**config.mk**
```make
export PLATFORM = sky130hd
export DESIGN_NAME = stereo_job_sequencer
export DESIGN_NICKNAME = d
export VERILOG_FILES = /design/src/rtl/stereo_job_sequencer.sv
export SDC_FILE = /design/constraint.sdc
export NUM_CORES = 1
export LEC_CHECK = 0
export BUFFER_PORTS_ARGS = -buffer_cell sky130_fd_sc_hd__buf_4
export CORE_MARGIN = 1
export CORE_UTILIZATION = 44
export CTS_CLUSTER_SIZE = 25
export DETAILED_ROUTE_END_ITERATION = 7
export MAX_ROUTING_LAYER = met4
export PLACE_DENSITY = 0.67
export SLEW_MARGIN = 20
export SYNTH_ARGS = -nofsm -noshare
export SYNTH_HDL_FRONTEND = slang
export SYNTH_SLANG_ARGS = --single-unit
```
**constraint.sdc**
```tcl
create_clock -name Clock -period 1.8 [get_ports Clock]
set_clock_uncertainty 0.1 [all_clocks]
set_input_delay 0.27 -clock Clock [delete_from_list [all_inputs] [get_ports Clock]]
set_output_delay 0.27 -clock Clock [all_outputs]
set_load 0.02 [all_outputs]
```
**src/rtl/stereo_job_sequencer.sv**
```systemverilog
// Frame-level job sequencer: for each Trigger, runs one worker job per channel in
// order, watching for completion (end pulse or busy falling edge), with a per-job
// timeout watchdog and an abort path. Reports Done/Error/Overrun and a good-frame count.
module stereo_job_sequencer #(
  parameter int unsigned NUM_CH  = 2,
  parameter int unsigned CHW     = 1,
  parameter int unsigned TIMEOUT = 1024,
  parameter int unsigned TOW     = 11
) (
  input  logic           Clock,
  input  logic           Reset,
  input  logic           Trigger,
  input  logic           Abort,
  output logic           WorkStart,
  output logic [CHW-1:0] WorkCh,
  input  logic           WorkBusy,
  input  logic           WorkEnd,
  output logic           Busy,
  output logic           Done,
  output logic           Error,
  output logic [CHW-1:0] ErrCh,
  output logic           Overrun,
  output logic [15:0]    FrameCnt
);

  typedef enum logic [2:0] {StIdle, StStart, StWait, StNext, StFinish} state_e;

  localparam logic [CHW-1:0] LastCh  = CHW'(NUM_CH - 1);
  localparam logic [TOW-1:0] TmoLast = TOW'(TIMEOUT - 1);

  state_e         state_q, state_d;
  logic [CHW-1:0] ch_q, ch_d;
  logic [TOW-1:0] tmo_q, tmo_d;
  logic           seen_busy_q, seen_busy_d;
  logic           work_busy_q;
  logic           error_q, error_d;
  logic [CHW-1:0] err_ch_q, err_ch_d;
  logic           overrun_q;
  logic [15:0]    frame_cnt_q, frame_cnt_d;
  logic           complete;

  // A busy fall only counts once busy has been seen high during this job's wait,
  // so a level left over from the previous job cannot complete the new one.
  assign complete = WorkEnd | (work_busy_q & ~WorkBusy & seen_busy_q);

  // Next-state, datapath updates and strobe outputs.
  always_comb begin
    state_d     = state_q;
    ch_d        = ch_q;
    tmo_d       = tmo_q;
    seen_busy_d = seen_busy_q;
    error_d     = error_q;
    err_ch_d    = err_ch_q;
    frame_cnt_d = frame_cnt_q;
    WorkStart   = 1'b0;
    Done        = 1'b0;
    unique case (state_q)
      StIdle: begin
        if (Trigger) begin
          error_d  = 1'b0;
          err_ch_d = '0;
          ch_d     = '0;
          state_d  = StStart;
        end
      end
      StStart: begin
        if (Abort) begin
          error_d  = 1'b1;
          err_ch_d = ch_q;
          state_d  = StFinish;
        end else begin
          WorkStart   = 1'b1;
          tmo_d       = '0;
          seen_busy_d = 1'b0;
          state_d     = StWait;
        end
      end
      StWait: begin
        seen_busy_d = seen_busy_q | WorkBusy;
        if (Abort) begin
          error_d  = 1'b1;
          err_ch_d = ch_q;
          state_d  = StFinish;
        end else if (complete) begin
          state_d = StNext;
        end else if (tmo_q == TmoLast) begin
          // Watchdog expiry abandons the rest of the frame.
          error_d  = 1'b1;
          err_ch_d = ch_q;
          state_d  = StFinish;
        end else begin
          tmo_d = tmo_q + TOW'(1);
        end
      end
      StNext: begin
        if (Abort) begin
          error_d  = 1'b1;
          err_ch_d = ch_q;
          state_d  = StFinish;
        end else if (ch_q == LastCh) begin
          state_d = StFinish;
        end else begin
          ch_d    = ch_q + CHW'(1);
          state_d = StStart;
        end
      end
      StFinish: begin
        Done = 1'b1;
        if (!error_q) begin
          frame_cnt_d = frame_cnt_q + 16'd1;
        end
        state_d = StIdle;
      end
      default: state_d = StIdle;
    endcase
  end

  // State and datapath registers.
  always_ff @(posedge Clock or posedge Reset) begin
    if (Reset) begin
      state_q     <= StIdle;
      ch_q        <= '0;
      tmo_q       <= '0;
      seen_busy_q <= 1'b0;
      work_busy_q <= 1'b0;
      error_q     <= 1'b0;
      err_ch_q    <= '0;
      overrun_q   <= 1'b0;
      frame_cnt_q <= '0;
    end else begin
      state_q     <= state_d;
      ch_q        <= ch_d;
      tmo_q       <= tmo_d;
      seen_busy_q <= seen_busy_d;
      work_busy_q <= WorkBusy;
      error_q     <= error_d;
      err_ch_q    <= err_ch_d;
      overrun_q   <= Trigger & (state_q != StIdle);
      frame_cnt_q <= frame_cnt_d;
    end
  end

  assign Busy     = (state_q != StIdle);
  assign WorkCh   = ch_q;
  assign Error    = error_q;
  assign ErrCh    = err_ch_q;
  assign Overrun  = overrun_q;
  assign FrameCnt = frame_cnt_q;

endmodule

```
=== Word-level counts from Yosys, hierarchy flattened ===
Cells that the tools add are included.

* Register bits after elaboration: 36
* Input bits: 6
* Output and inout bits: 23
* Logic and storage cells: 78

* $add $sub $neg: 3
* Equal/unequal tests: 15
* Mux-type cells: 32
* Bitwise logic cells: 7
* Reduce and logical (&&, ||, !) cells: 12

{| class="wikitable"
|+ Operators by type and width
! cell !! count
|-
| $mux 11 || 4
|-
| $pmux 11 s2 || 1
|-
| $mux 3 || 7
|-
| $add 16x1->16 const B || 1
|-
| $mux 1 || 15
|-
| $ne 2x2->1 const B || 6
|-
| $pmux 3 s4 || 1
|-
| $add 11x1->11 const B || 1
|-
| $eq 11x10->1 const B || 1
|-
| $reduce_and 5->1 || 2
|-
| $eq 3x2->1 const B || 2
|-
| $ne 3x3->1 const B || 2
|-
| $pmux 1 s3 || 2
|-
| $reduce_and 2->1 || 3
|-
| $reduce_bool 3->1 || 2
|-
| $ne 4x4->1 const B || 1
|-
| $pmux 1 s2 || 2
|-
| $reduce_bool 2->1 || 2
|-
| $and 1x1->1 || 3
|-
| $eq 3x1->1 const B || 1
|-
| $eq 3x3->1 const B || 1
|-
| $logic_not 3->1 || 1
|-
| $reduce_and 3->1 || 1
|-
| $ne 2x1->1 const B || 1
|-
| other kinds (4) || 6
|}

=== Logic depth before layout (Yosys ltp) ===
* Depth after elaboration: 7
* Depth in mapped cells: 7
* Gate-level depth less buffers: 5

=== Worst setup path after synthesis ===
Ideal clock, no wire load.

* Path kind: reg-to-reg
* Start point: register tmo_q[0]
* End point: register tmo_q[7]
* Setup time: 126 ps
* Data arrival time: 1,714 ps
* Data required time: 1,574 ps
* Path slack: -140 ps
* Stages on the path, launching flop included: 6
* Path buffers: 0
* Period minus slack after synthesis: 1,940 ps
* Cell sequence: dfrtp_1 ha_1 nand3_2 or4_4 and4_1 a221o_1

* Word-level cells in the longest chain between the ends: 5
* Elaborated cells on any way between the ends: 8
* Classes of those cells: add/sub: 1; eq/ne: 2; mux: 4; reduce/logical: 1

{| class="wikitable"
|+ Ends and longest elaborated chain
! what !! RTL line !! RTL
|-
| start, declared || 33 || <nowiki>logic [TOW-1:0] tmo_q, tmo_d;</nowiki>
|-
| start signal, assigned || 133 || <nowiki>tmo_q <= tmo_d;</nowiki>
|-
| $add 11x1->11 || 92 || <nowiki>tmo_d = tmo_q + TOW'(1);</nowiki>
|-
| $mux 11 || 86 || <nowiki>end else if (tmo_q == TmoLast) begin</nowiki>
|-
| $mux 11 || 84 || <nowiki>end else if (complete) begin</nowiki>
|-
| $mux 11 || 80 || <nowiki>if (Abort) begin</nowiki>
|-
| $pmux 11 s2 || 57 || <nowiki>unique case (state_q)</nowiki>
|}

Parallel ways exist; a longest one is shown, timed or not. The select of a mux whose other input is x is not followed.
A chain may end at the register's enable or synchronous reset.

=== Worst setup path in the final report ===
* Start point: register state_q[0]
* End point: register tmo_q[7]

* Word-level cells in the longest chain between the ends: 3
* Elaborated cells on any way between the ends: 9
* Classes of those cells: eq/ne: 6; mux: 1; reduce/logical: 2

{| class="wikitable"
|+ Ends and longest elaborated chain
! what !! RTL line !! RTL
|-
| start, declared || 31 || <nowiki>state_e state_q, state_d;</nowiki>
|-
| start signal, assigned || 121 || <nowiki>state_q <= StIdle;</nowiki>
|-
| start signal, assigned || 131 || <nowiki>state_q <= state_d;</nowiki>
|-
| $eq 3x2->1 / $eq 3x1->1 (equally long branches) || 57 ||
|-
| $ne 2x2->1 (no line) / $reduce_bool 2->1 (equally long branches) || n/a ||
|-
| $reduce_and 5->1 (no line) || n/a ||
|}

Parallel ways exist; a longest one is shown, timed or not.

==> qor.yml <==
drt:
  remaining_drc_errors: 0
  vias: 1726
  ant_nets: 0
  wl_per_cell_um: 15.9
  drtIter0Drc: 49
  wirelength_um: 4930
  vias_per_cell: 5.59
  dr.pass1.iters: 4
timing:
  setup_viol: 11
  maxSlewHeadroom: 0.696
  tightest_slew_ns: 0.455
  drv_slew: 0
  rsz0062_at_grt: "true"
  hold_viol: 0
  holdWs_ns: 0.0140
  finalCritPeriodShare: 1.06
  tns_ns: -0.573
  setup_ws_ns: -0.116
  post-route-min-period_ns: 1.92
  max_freq_mhz: 522
clock_network:
  clock_sink_count: 36
  cts_tree: "done"
  cts_root_buf: "clkbuf_8"
  clock_path_buffers: 2
  cts_buffers: 5
  clk_latency_ns: 0.29
  cts.clk_slew.worst_paths_ns: 0.07
  htree_levels: 2
synth:
  syn-num-nets: 185
  ys_warn_count: 0
  synth-main-ff-cell: "dfrtp_1"
  syn_inst: 177
  synth_cell_types: 50
  yosysSeqAreaShare: 0.476
  synth-edff-count: 0
  ys_ff_latch: 36
  synth_area_um2: 1890
  ys_async_sr_fraction: 1.00
  avgSynthCellArea_um2: 10.7
pwr:
  comb_power_share: 0.443
  vdd_drop_max_mv: 0.957
  p_leak_nw: 1.33
  seqPwrFrac: 0.335
  p_int_mw: 2.05
  finalPower_mw: 3.16
  p_per_area_nw_per_um2: 1150
  switching_power_mw: 1.11
  p_sw_frac: 0.351
  clkPwrFrac: 0.223
grt:
  grt_pass1_vias: 1699
  grt_max_degree: 17
  grt_pass1_wl_um: 7780
  grt_antenna_before_repair: 0
  track_usage: 0.238
  gr-total-overflow: 0
placed_design:
  gp_congestion: 0.884
  port_buffers: 28
  post-place-ws_ns: -0.108
  dp_hpwl_um: 3530
  dp_cells: 288
  placed_area_um2: 2450
floorplanning:
  die_y_um: 67.6
  dieArea_um2: 4570
  core.rowCount: 23
  dieWidth_um: 67.6
  coreArea_um2: 4060
  initial_core_util: 0.467
  ios: 29
worst_setup_path:
  crit_type: "register to register"
  worstSetupEndpointType: "register"
  crit_arrival_ns: 1.98
  cp_data_required_time_ns: 1.87
  crit_fanout: 4
  cp-start-kind: "register"
run:
  maxCapViolations: 0
cells_and_area:
  stdcell_area_um2: 2760
  mostFrequentLayoutCell: "buf_4"
  fill_cells: 291
  regArea_um2: 902
  instances_no_fill: 309
  finish.utilization: 0.680
  final_cell_mix: "buf_4 (70), dfrtp_1 (35), nand2_1 (14), nor2_1 (11), xnor2_1 (11)"
  drive_above_1_share: 0.436
  n_antenna_cell: 0
  fin_nets: 266
  multiInputGateArea_um2: 1040
  syn_to_final_growth_pct: 45.8
outcome:
  violations: "negative setup slack"
  status: "complete, but fails checks"
min_path:
  hold_path.class: "primary input to register"
==> worst max-delay path: stages (launching register included) <==
cell     delay, ns
dfrtp_1       0.41
or4b_4        0.55
nor3_4        0.15
a21oi_2       0.09
buf_4         0.15
a221o_1       0.35
==> layout make-up <==
type,instances,share of cell area
multi-input combinational,131,0.378
inverter,5,0.00680
tap,50,0.0227
sequential,36,0.327
timing repair buffer,79,0.227
clock buffer,6,0.0263
clock inverter,2,0.0127
==> what timing repair did <==
action,in CTS,in global routing
gates resized for setup,7,18
endpoints found under the hold margin,9,0
pin swaps,5,7
hold buffers,1,0
setup endpoints to repair,25,27
buffers inserted,7,5
==> metal layers <==
metal | global-route usage | vias to the layer above | routed length [um]
met3 | 0.0507 | 8 | 226
met5 | - | - | 0
met4 | 0.0665 | 0 | 65
li1 | - | 814 | -
met2 | 0.381 | 48 | 2390
met1 | 0.302 | 856 | 2240
==> power by group through the flow <==
stage / Clock, mW / Sequential, mW / Combinational, mW
after CTS: 0.714 / 1.05 / 1.25
after detailed placement: 0 / 1.06 / 1.17
final: 0.704 / 1.06 / 1.40
after global routing: 0.747 / 1.08 / 1.50
after global placement: 0 / 1.05 / 1.15
after floorplan: 0 / 1.14 / 0.615
==> cells by family after synthesis <==
group / after synthesis / synth area share
multiplexers: 1 / 0.00595
AO/OA/AOI/OAI: 28 / 0.114
AND/OR/NAND/NOR: 85 / 0.293
XOR/XNOR: 15 / 0.0694
flip-flops: 36 / 0.476
adder cells (fa/ha/maj): 2 / 0.0132
buffers and inverters: 10 / 0.0278
==> cells in the mapped netlist (2+ instances only) <==
master	instances	share of area
o211ai_1	3	0.012
o21ai_0	3	0.0079
nor2_1	15	0.030
a221o_1	5	0.026
nor4b_1	2	0.0093
nand2b_1	2	0.0066
nand3b_1	2	0.0079
ha_1	2	0.013
nand3_1	11	0.029
nor4_1	3	0.0099
nor2b_1	2	0.0066
nor3_1	2	0.0053
buf_4	2	0.0079
nor4_4	3	0.034
inv_1	5	0.0099
xnor2_1	11	0.051
a21oi_1	5	0.013
dfrtp_1	36	0.48
or3_1	3	0.0099
and4_1	4	0.019
and2_1	3	0.0099
a21o_1	3	0.012
or4b_1	2	0.011
xor2_1	4	0.019
nand4_1	5	0.017
clkbuf_1	2	0.0040
nand2_1	14	0.028
==> registers in the layout (all words and copies together), names as in the netlist <==
signal / flops
Overrun: 1
work_busy_q: 1
ErrCh: 1
Error: 1
WorkCh: 1
state_q: 3
seen_busy_q: 1
FrameCnt: 16
tmo_q: 11
==> worst paths after layout <==
check	from	endpoint	slack (ns)	cells past startpoint
setup / recovery	state_q[0]$_DFFE_PP0P_	tmo_q[7]$_DFFE_PP0P_	-0.12	5
hold / removal	WorkBusy	work_busy_q$_DFF_PP0_	0.01	1
setup reg to reg	state_q[0]$_DFFE_PP0P_	tmo_q[7]$_DFFE_PP0P_	-0.12	5
hold reg to reg	FrameCnt[15]$_DFFE_PP0P_	FrameCnt[15]$_DFFE_PP0P_	0.39	1
max in group asynchronous	Reset	FrameCnt[0]$_DFFE_PP0P_	0.57	4
min in group asynchronous	Reset	tmo_q[10]$_DFFE_PP0P_	0.45	3
(Power assumes the default switching activity.)
